File: src/rtl/hazard_ctrl.sv
// hazard_ctrl: hazard and sequencing control for the 5-stage ARM pipeline.
//   Forwarding : ForwardAE/ForwardBE pick the E-stage operands
//                (00 register file, 01 W result, 10 M ALU result).
//   Stalls     : StallF/D/E/M hold the pipeline registers.
//   Flushes    : FlushD/E/W load a bubble into the pipeline registers.
//   Hazards    : load-use, pending PC writes, taken branches, and data
//                memory waits on MemReqM/MemReadyM.
//   Memory FSM : RUN -> MEM_WAIT -> TRAP, with a MAX_WAIT-cycle timeout.
//                TRAP sets the sticky MemTimeout flag.
//   Counters   : StallCount counts StallF cycles, FlushCount counts FlushE
//                cycles. Both saturate and are cleared by CntClr.
// Reset is asynchronous and active-high (reset).
module hazard_ctrl #(
  parameter int CNT_W    = 16,
  parameter int MAX_WAIT = 64
) (
  input  logic             clk,
  input  logic             reset,
  input  logic [3:0]       RA1D,
  input  logic [3:0]       RA2D,
  input  logic [3:0]       RA1E,
  input  logic [3:0]       RA2E,
  input  logic [3:0]       WA3E,
  input  logic [3:0]       WA3M,
  input  logic [3:0]       WA3W,
  input  logic             RegWriteE,
  input  logic             RegWriteM,
  input  logic             RegWriteW,
  input  logic             MemtoRegE,
  input  logic             PCSrcD,
  input  logic             PCSrcE,
  input  logic             PCSrcM,
  input  logic             PCSrcW,
  input  logic             BranchTakenE,
  input  logic             MemReqM,
  input  logic             MemReadyM,
  input  logic             CntClr,
  output logic [1:0]       ForwardAE,
  output logic [1:0]       ForwardBE,
  output logic             StallF,
  output logic             StallD,
  output logic             StallE,
  output logic             StallM,
  output logic             FlushD,
  output logic             FlushE,
  output logic             FlushW,
  output logic             MemTimeout,
  output logic [CNT_W-1:0] StallCount,
  output logic [CNT_W-1:0] FlushCount
);

  typedef enum logic [1:0] {RUN, MEM_WAIT, TRAP} state_t;

  localparam int          WW        = $clog2(MAX_WAIT);
  localparam logic [WW-1:0] WAIT_LAST = WW'(MAX_WAIT - 1);

  state_t        state, nstate;
  logic [WW-1:0] wait_cnt;
  logic          ldStall, pcPend, memStall;

  assign ldStall = MemtoRegE & RegWriteE & ((RA1D == WA3E) | (RA2D == WA3E));
  assign pcPend  = PCSrcD | PCSrcE | PCSrcM;

  // The stall is raised in the first miss cycle, while still in RUN.
  // It is not delayed until the FSM has moved to MEM_WAIT.
  assign memStall = ((state == RUN) & MemReqM & ~MemReadyM) |
                    ((state == MEM_WAIT) & ~MemReadyM) |
                    (state == TRAP);

  always_comb begin
    nstate = state;
    case (state)
      RUN:      if (MemReqM && !MemReadyM) nstate = MEM_WAIT;
      MEM_WAIT: if (MemReadyM) nstate = RUN;
                else if (wait_cnt == WAIT_LAST) nstate = TRAP;
      TRAP:     nstate = TRAP;
      default:  nstate = RUN;
    endcase
  end

  always_ff @(posedge clk or posedge reset) begin
    if (reset) begin
      state      <= RUN;
      wait_cnt   <= '0;
      MemTimeout <= 1'b0;
    end else begin
      state    <= nstate;
      wait_cnt <= (state == MEM_WAIT) ? wait_cnt + WW'(1) : '0;
      if (nstate == TRAP) MemTimeout <= 1'b1;
    end
  end

  // Outputs are gated by reset directly, so the pipeline sees bubbles
  // while reset is high, without waiting for a clock edge.
  always_comb begin
    ForwardAE = 2'b00;
    ForwardBE = 2'b00;
    StallF = 1'b0; StallD = 1'b0; StallE = 1'b0; StallM = 1'b0;
    FlushD = 1'b0; FlushE = 1'b0; FlushW = 1'b0;
    if (reset) begin
      FlushD = 1'b1; FlushE = 1'b1; FlushW = 1'b1;
    end else begin
      // M has the younger result, so it wins when both M and W match.
      if (RegWriteM && RA1E == WA3M)      ForwardAE = 2'b10;
      else if (RegWriteW && RA1E == WA3W) ForwardAE = 2'b01;
      if (RegWriteM && RA2E == WA3M)      ForwardBE = 2'b10;
      else if (RegWriteW && RA2E == WA3W) ForwardBE = 2'b01;
      if (memStall) begin
        // A frozen pipeline must not drop D/E contents. W gets a bubble so
        // the stalled memory op is not written back more than once.
        StallF = 1'b1; StallD = 1'b1; StallE = 1'b1; StallM = 1'b1;
        FlushW = 1'b1;
      end else begin
        StallF = ldStall | pcPend;
        StallD = ldStall;
        FlushD = pcPend | PCSrcW | BranchTakenE; // flush beats stall in D
        FlushE = ldStall | BranchTakenE;
      end
    end
  end

  always_ff @(posedge clk or posedge reset) begin
    if (reset) begin
      StallCount <= '0;
      FlushCount <= '0;
    end else if (CntClr) begin
      StallCount <= '0;
      FlushCount <= '0;
    end else begin
      if (StallF && StallCount != '1) StallCount <= StallCount + CNT_W'(1);
      if (FlushE && FlushCount != '1) FlushCount <= FlushCount + CNT_W'(1);
    end
  end

endmodule

File: config.mk
export PLATFORM = sky130hd
export DESIGN_NAME = hazard_ctrl
export DESIGN_NICKNAME = d
export VERILOG_FILES = /design/src/rtl/hazard_ctrl.sv
export SDC_FILE = /design/constraint.sdc
export NUM_CORES = 1
export LEC_CHECK = 0
export CAP_MARGIN = 15
export CORE_MARGIN = 2
export CORE_UTILIZATION = 50
export CTS_BUF_LIST = sky130_fd_sc_hd__clkbuf_8
export DETAILED_ROUTE_END_ITERATION = 10
export GPL_ROUTABILITY_DRIVEN = 0
export GPL_TIMING_DRIVEN = 0
export HOLD_SLACK_MARGIN = 0.03
export PLACE_DENSITY = 0.87
export SKIP_CTS_REPAIR_TIMING = 1
export SYNTH_ARGS = -nofsm -noshare
export SYNTH_HDL_FRONTEND = slang
export SYNTH_SLANG_ARGS = --single-unit
File: constraint.sdc
create_clock -name clk -period 3.41 [get_ports clk]
set_clock_uncertainty 0.05 [all_clocks]
set_input_delay 0.341 -clock clk [delete_from_list [all_inputs] [get_ports clk]]
set_output_delay 0.341 -clock clk [all_outputs]
set_load 0.1 [all_outputs]
* After elaboration in Yosys (flattened, before gate mapping)
Index checks and enable logic that the tools add are counted.
Operators by class: add/subtract/negate cells 3, multipliers 0, divide/modulo/power cells 0, $lt $le $gt $ge 0, equal/unequal tests 12, shift operators 0, multiplexer cells 26, bitwise logic cells 15, reduce and logical (&&, ||, !) cells 11
Operator list (number):
- 16-bit 2-to-1 mux | 4
- 16-bit by 1-bit adder with 16-bit output, second input constant | 2
- 16-bit != test, second input constant | 2
- 4-bit equality test | 6
- 2-bit 2-to-1 mux | 7
- 1-bit 2-to-1 mux | 13
- 1-bit OR | 9
- 1-bit logical AND | 7
- 6-bit by 1-bit adder with 6-bit output, second input constant | 1
- 6-bit equality test, second input constant | 1
- 6-bit 2-to-1 mux | 1
- 2-bit one-hot mux with 3 select lines | 1
- 1-bit bitwise AND | 5
- 2-bit equality test, second input constant | 2
- 2-bit nonzero test | 2
- 2-bit by 1-bit equality test with 1-bit output, second input constant | 1
- 2-bit logical NOT | 1
- 1-bit logical NOT | 1
- 1-bit NOT | 1
Word-level totals: register bits 41, bits in latches 0, bits in writable memories 0, memory bits (read-only) 0, bits of input ports 42, output and inout port bits 44, memories kept 0

* Logic depth before layout (Yosys ltp)
depth in word-level cells 10, mapped depth 9

* Worst setup path before layout
Ideal clock, no wire load.
path kind input to register, from input WA3E[2], to register FlushCount[14], setup time 135 ps, arrival 5087 ps, data required time 3225 ps, path slack -1861 ps, stages 6, path through xnor2_1 -> nand4_1 -> and2_1 -> o311ai_0 -> and4b_1 -> nor3_1
On the way: cells in the longest elaborated chain, start to end 8
Ends and longest elaborated chain:
- start: declaration | RTL line 23 | input logic [3:0] WA3E,
- 4-bit equality test | RTL line 61 | assign ldStall = MemtoRegE & RegWriteE & ((RA1D == WA3E) | (RA2D == WA3E));
- 1-bit OR * | RTL line 61
- 1-bit bitwise AND * | RTL line 61
- 1-bit OR * | RTL line 117 | FlushE = ldStall | BranchTakenE;
- 1-bit 2-to-1 mux * | RTL line 108 | if (memStall) begin
- 1-bit 2-to-1 mux * | RTL line 100 | if (reset) begin
- net FlushE | RTL line 45 | output logic FlushE,
- 1-bit logical AND * | RTL line 131 | if (FlushE && FlushCount != '1) FlushCount <= FlushCount + CNT_W'(1);
- 2-bit nonzero test (no source line) *
- end signal: assignment | RTL line 131
- end: declaration | RTL line 49 | output logic [CNT_W-1:0] FlushCount
Mark *: on every way through the listed nets, which the timed path passes. The rest lies on a longest branch. A chain may end at the register's enable or synchronous reset.

* Final worst setup path
from input WA3E[1], to output StallD
On the way: cells in the longest elaborated chain, start to end 5
Ends and longest elaborated chain:
- 4-bit equality test | RTL line 61
- 1-bit OR * | RTL line 61
- 1-bit bitwise AND * | RTL line 61
- 1-bit 2-to-1 mux * | RTL line 108
- 1-bit 2-to-1 mux * | RTL line 100
- end: declaration | RTL line 41 | output logic StallD,
Every way passes the cells marked *; elsewhere a longest branch is shown, timed or not.

==> flow_metrics.py <==
metrics = {
    "synth": {
        "synth.avg_cell_area_um2": 9.03,
        "synth-edff-count": 0,
        "yosysTopAreaCell": "dfrtp_1",
        "synth_top_area_share_pct": 40.7,
        "syn_area_um2": 2520,
        "synth_fp_nets": 324,
        "synthCells": 279,
        "synth-seq-cells": 41,
        "synth_fa_ha_area_share_pct": 1.49,
        "ys.flop_type": "dfrtp_1",
        "muxShareOfSynthArea_pct": 1.24,
        "synth_warnings": 0,
        "yosysSeqAreaShare_pct": 40.7,
        "synth_xor_area_share_pct": 12.2,
        "synthSimpleGateAreaFrac_pct": 26.0,
        "synth-async-reset-ratio_pct": 100,
        "synthTopCellsByArea": "dfrtp_1, xor2_1, xnor2_1",
        "synth_cell_types": 40,
        "synth-compound-area-share_pct": 15.1,
        "synth_top_family_by_area": "simple AND/OR/NAND/NOR gates",
    },
    "clock_network": {
        "clock_path_buffers": 2,
        "cts_sinks": 41,
        "clk_pin_slew_ps": 80,
        "ctsHtreeMaxLevel": 2,
        "cts_made_buffers": 5,
        "cts_tree": "built",
        "worstSkewPairLatency_ps": 290,
        "cts-root-buf": "clkbuf_8",
    },
    "sta": {
        "hold_viol": 0,
        "post-route-min-period_ps": 3270,
        "max_freq_ghz": 0.306,
        "timing.hold.ws_ps": 200,
        "rsz0062_at_grt": "false",
        "relSlewSlack_pct": 32.5,
        "drv_slew": 0,
        "period_share_pct": 95.9,
        "finalSetupViolations": 0,
        "worst_pin_slew_ps": 1010,
    },
    "setup_path": {
        "r2r_cells": 8,
        "crit_path_end_kind": "primary output",
        "reg2reg_from": "FlushCount[3]",
        "worst-path-buf-inv": 2,
        "criticalPathCategory": "in2out",
        "start_kind": "primary input",
        "path_cells": "clkdlybuf4s50_1 > xnor2_1 > nand4_1 > and2_1 > nor2_1 > nor2_1 > nor2_1 > clkdlybuf4s50_1",
        "required_ps": 3020,
        "path_delay_family": "buffers and inverters",
        "crit_path_max_fanout": 3,
        "cp_common_cell": "nor2_1",
        "slowest_delay_ps": 1150,
        "rrSetupSlack_ps": 740,
        "cp_data_arrival_time_ps": 2880,
        "worst_r2r_endpoint": "FlushCount[1]",
        "critical_path.slowest_cell": "clkdlybuf4s50_1",
    },
    "routing": {
        "via_per_inst": 5.70,
        "routed_wl_mm": 6.58,
        "route.vias.total": 2491,
        "drc": 0,
        "first_pass_iters": 4,
        "drtIter0Drc": 256,
        "ant_nets": 0,
        "wire_per_inst_um": 15.1,
    },
    "grt": {
        "track_usage_pct": 25.2,
        "antenna_found_initial": 0,
        "grt-ovfl-total": 0,
        "grt_pass1_vias": 2384,
        "grt_max_degree": 49,
        "grt_pass1_wl_mm": 10.9,
    },
    "floorplan": {
        "coreArea_um2": 4790,
        "rows": 25,
        "io_pins": 86,
        "die-area_um2": 5620,
        "initial_core_util_pct": 52.6,
        "die_w_um": 75.0,
        "fp.dieH_um": 75.0,
    },
    "job": {
        "max-cap-violations": 0,
    },
    "placement": {
        "placed_area_um2": 3440,
        "io_buffers": 83,
        "dp_cells": 429,
        "dp_hpwl_mm": 4.87,
    },
    "finish": {
        "final_util_pct": 74.1,
        "layout.nets": 414,
        "fin_area_um2": 3550,
        "n_antenna_cell": 0,
        "fill_cells": 360,
        "layout-drive-gt1-share_pct": 6.22,
        "synthToLayoutAreaGrowth_pct": 40.9,
        "final_cell_count_no_fill": 437,
    },
    "power_and_ir_drop": {
        "leakagePower_nw": 1.35,
        "sw_frac_of_total_pct": 32.2,
        "power_w": 0.00115,
        "power.internal_w": 0.000782,
        "clkPwrFrac_pct": 30.7,
        "switchingPower_w": 0.000371,
        "ir_drop_uv": 196,
        "comb_power_share_pct": 25.3,
        "power_density_nw_per_um2": 325,
        "seqPwrFrac_pct": 44.0,
    },
    "status": {
        "status": "complete, no violations",
    },
    "min_path": {
        "min_path_type": "in2async",
    },
}
-- power by group through the flow --
stage	registers, W	clock network, W	logic, W
2_1_floorplan	0.000567	0	0.000136
6_report	0.000507	0.000354	0.000292
4_1_cts	0.000507	0.000357	0.000293
3_5_place_dp	0.000517	0	0.000292
5_1_grt	0.000509	0.000374	0.000310
3_3_place_gp	0.000516	0	0.000288
-- kinds of logic (layout without fill, tap and decap cells) --
| kind of cell | count (synthesis) | count (layout) |
|---|---|---|
| simple gates | 120 | 120 |
| fa+ha+maj | 3 | 3 |
| mux | 3 | 3 |
| buf+inv | 17 | 108 |
| compound gates | 60 | 60 |
| flops | 41 | 41 |
| xor+xnor | 35 | 35 |
-- metrics by stage --
| step | TNS, ps | setup slack (ps) |
|---|---|---|
| floorplan | 0 | 38.2 |
| global placement | -4750 | -658 |
| CTS | -18.4 | -18.4 |
| global route | 0 | 38.1 |
| detailed placement | -9.85 | -9.85 |
| finish | 0 | 139 |
-- Yosys cell counts (6+ instances only) --
cell type / n
o21ai_0: 14
nand3_1: 16
nor2b_1: 6
or4_1: 15
nand4_1: 13
nor2_1: 26
a21oi_1: 22
clkbuf_1: 7
and3_1: 6
nand2_1: 11
o31ai_1: 14
xor2_1: 18
dfrtp_1: 41
nor3_1: 8
or3_1: 6
xnor2_1: 17
-- cells in the final DEF (no fill, tap or decap), drive strengths merged, types with 8 or more instances in the layout --
| master | netlist | layout |
|---|---|---|
| clkdlybuf4s50 | 0 | 81 |
| dfrtp | 41 | 41 |
| nor2 | 27 | 27 |
| a21oi | 22 | 22 |
| xor2 | 18 | 18 |
| xnor2 | 17 | 17 |
| nand3 | 16 | 16 |
| or4 | 15 | 15 |
| o31ai | 14 | 14 |
| o21ai | 14 | 14 |
| clkbuf | 7 | 14 |
| nand4 | 13 | 13 |
| nand2 | 11 | 11 |
| nor3 | 8 | 8 |
-- worst max path at each step --
stage / to / start / depth (start not counted)
6_report: StallD / WA3E[1] / 8
5_1_grt: StallD / WA3E[2] / 8
4_1_cts: FlushE / WA3E[0] / 6
3_5_place_dp: FlushE / WA3E[0] / 6
3_3_place_gp: FlushE / reset / 4
2_1_floorplan: FlushD / reset / 3
-- layer usage --
layer / GRT usage (%) / wire length (um) / vias up
li1: - / - / 1203
met1: 32.3 / 2780 / 1168
met2: 40.4 / 3250 / 112
met3: 6.83 / 473 / 8
met4: 10.3 / 87 / 0
met5: 0 / 0 / -
-- sequential cells by signal, indices dropped and copies added, names as in the netlist --
register and cells:
StallCount 16, MemTimeout 1, wait_cnt 6, FlushCount 16, state 2
-- final cells by class --
cell class | count | area [um^2] | share of cell area, %
plain buffers | 13 | 67.6 | 1.90
clock buffers | 7 | 96.3 | 2.72
clock inverters | 1 | 5.00 | 0.141
inverters | 4 | 16.3 | 0.458
multi-input cells | 221 | 1420 | 40.0
flip-flops and latches | 41 | 1030 | 28.9
well taps | 67 | 83.8 | 2.36
repair buffers | 83 | 836 | 23.6
-- worst register-to-register path: stages (launching register included) --
cell	delay, ps
dfrtp_1	460
nand4_1	300
nor4_1	650
a21oi_1	170
nor2_2	270
buf_6	170
buf_4	190
mux2i_1	210
nor2_1	70
No activity file was read; power rests on OpenSTA's default activity.
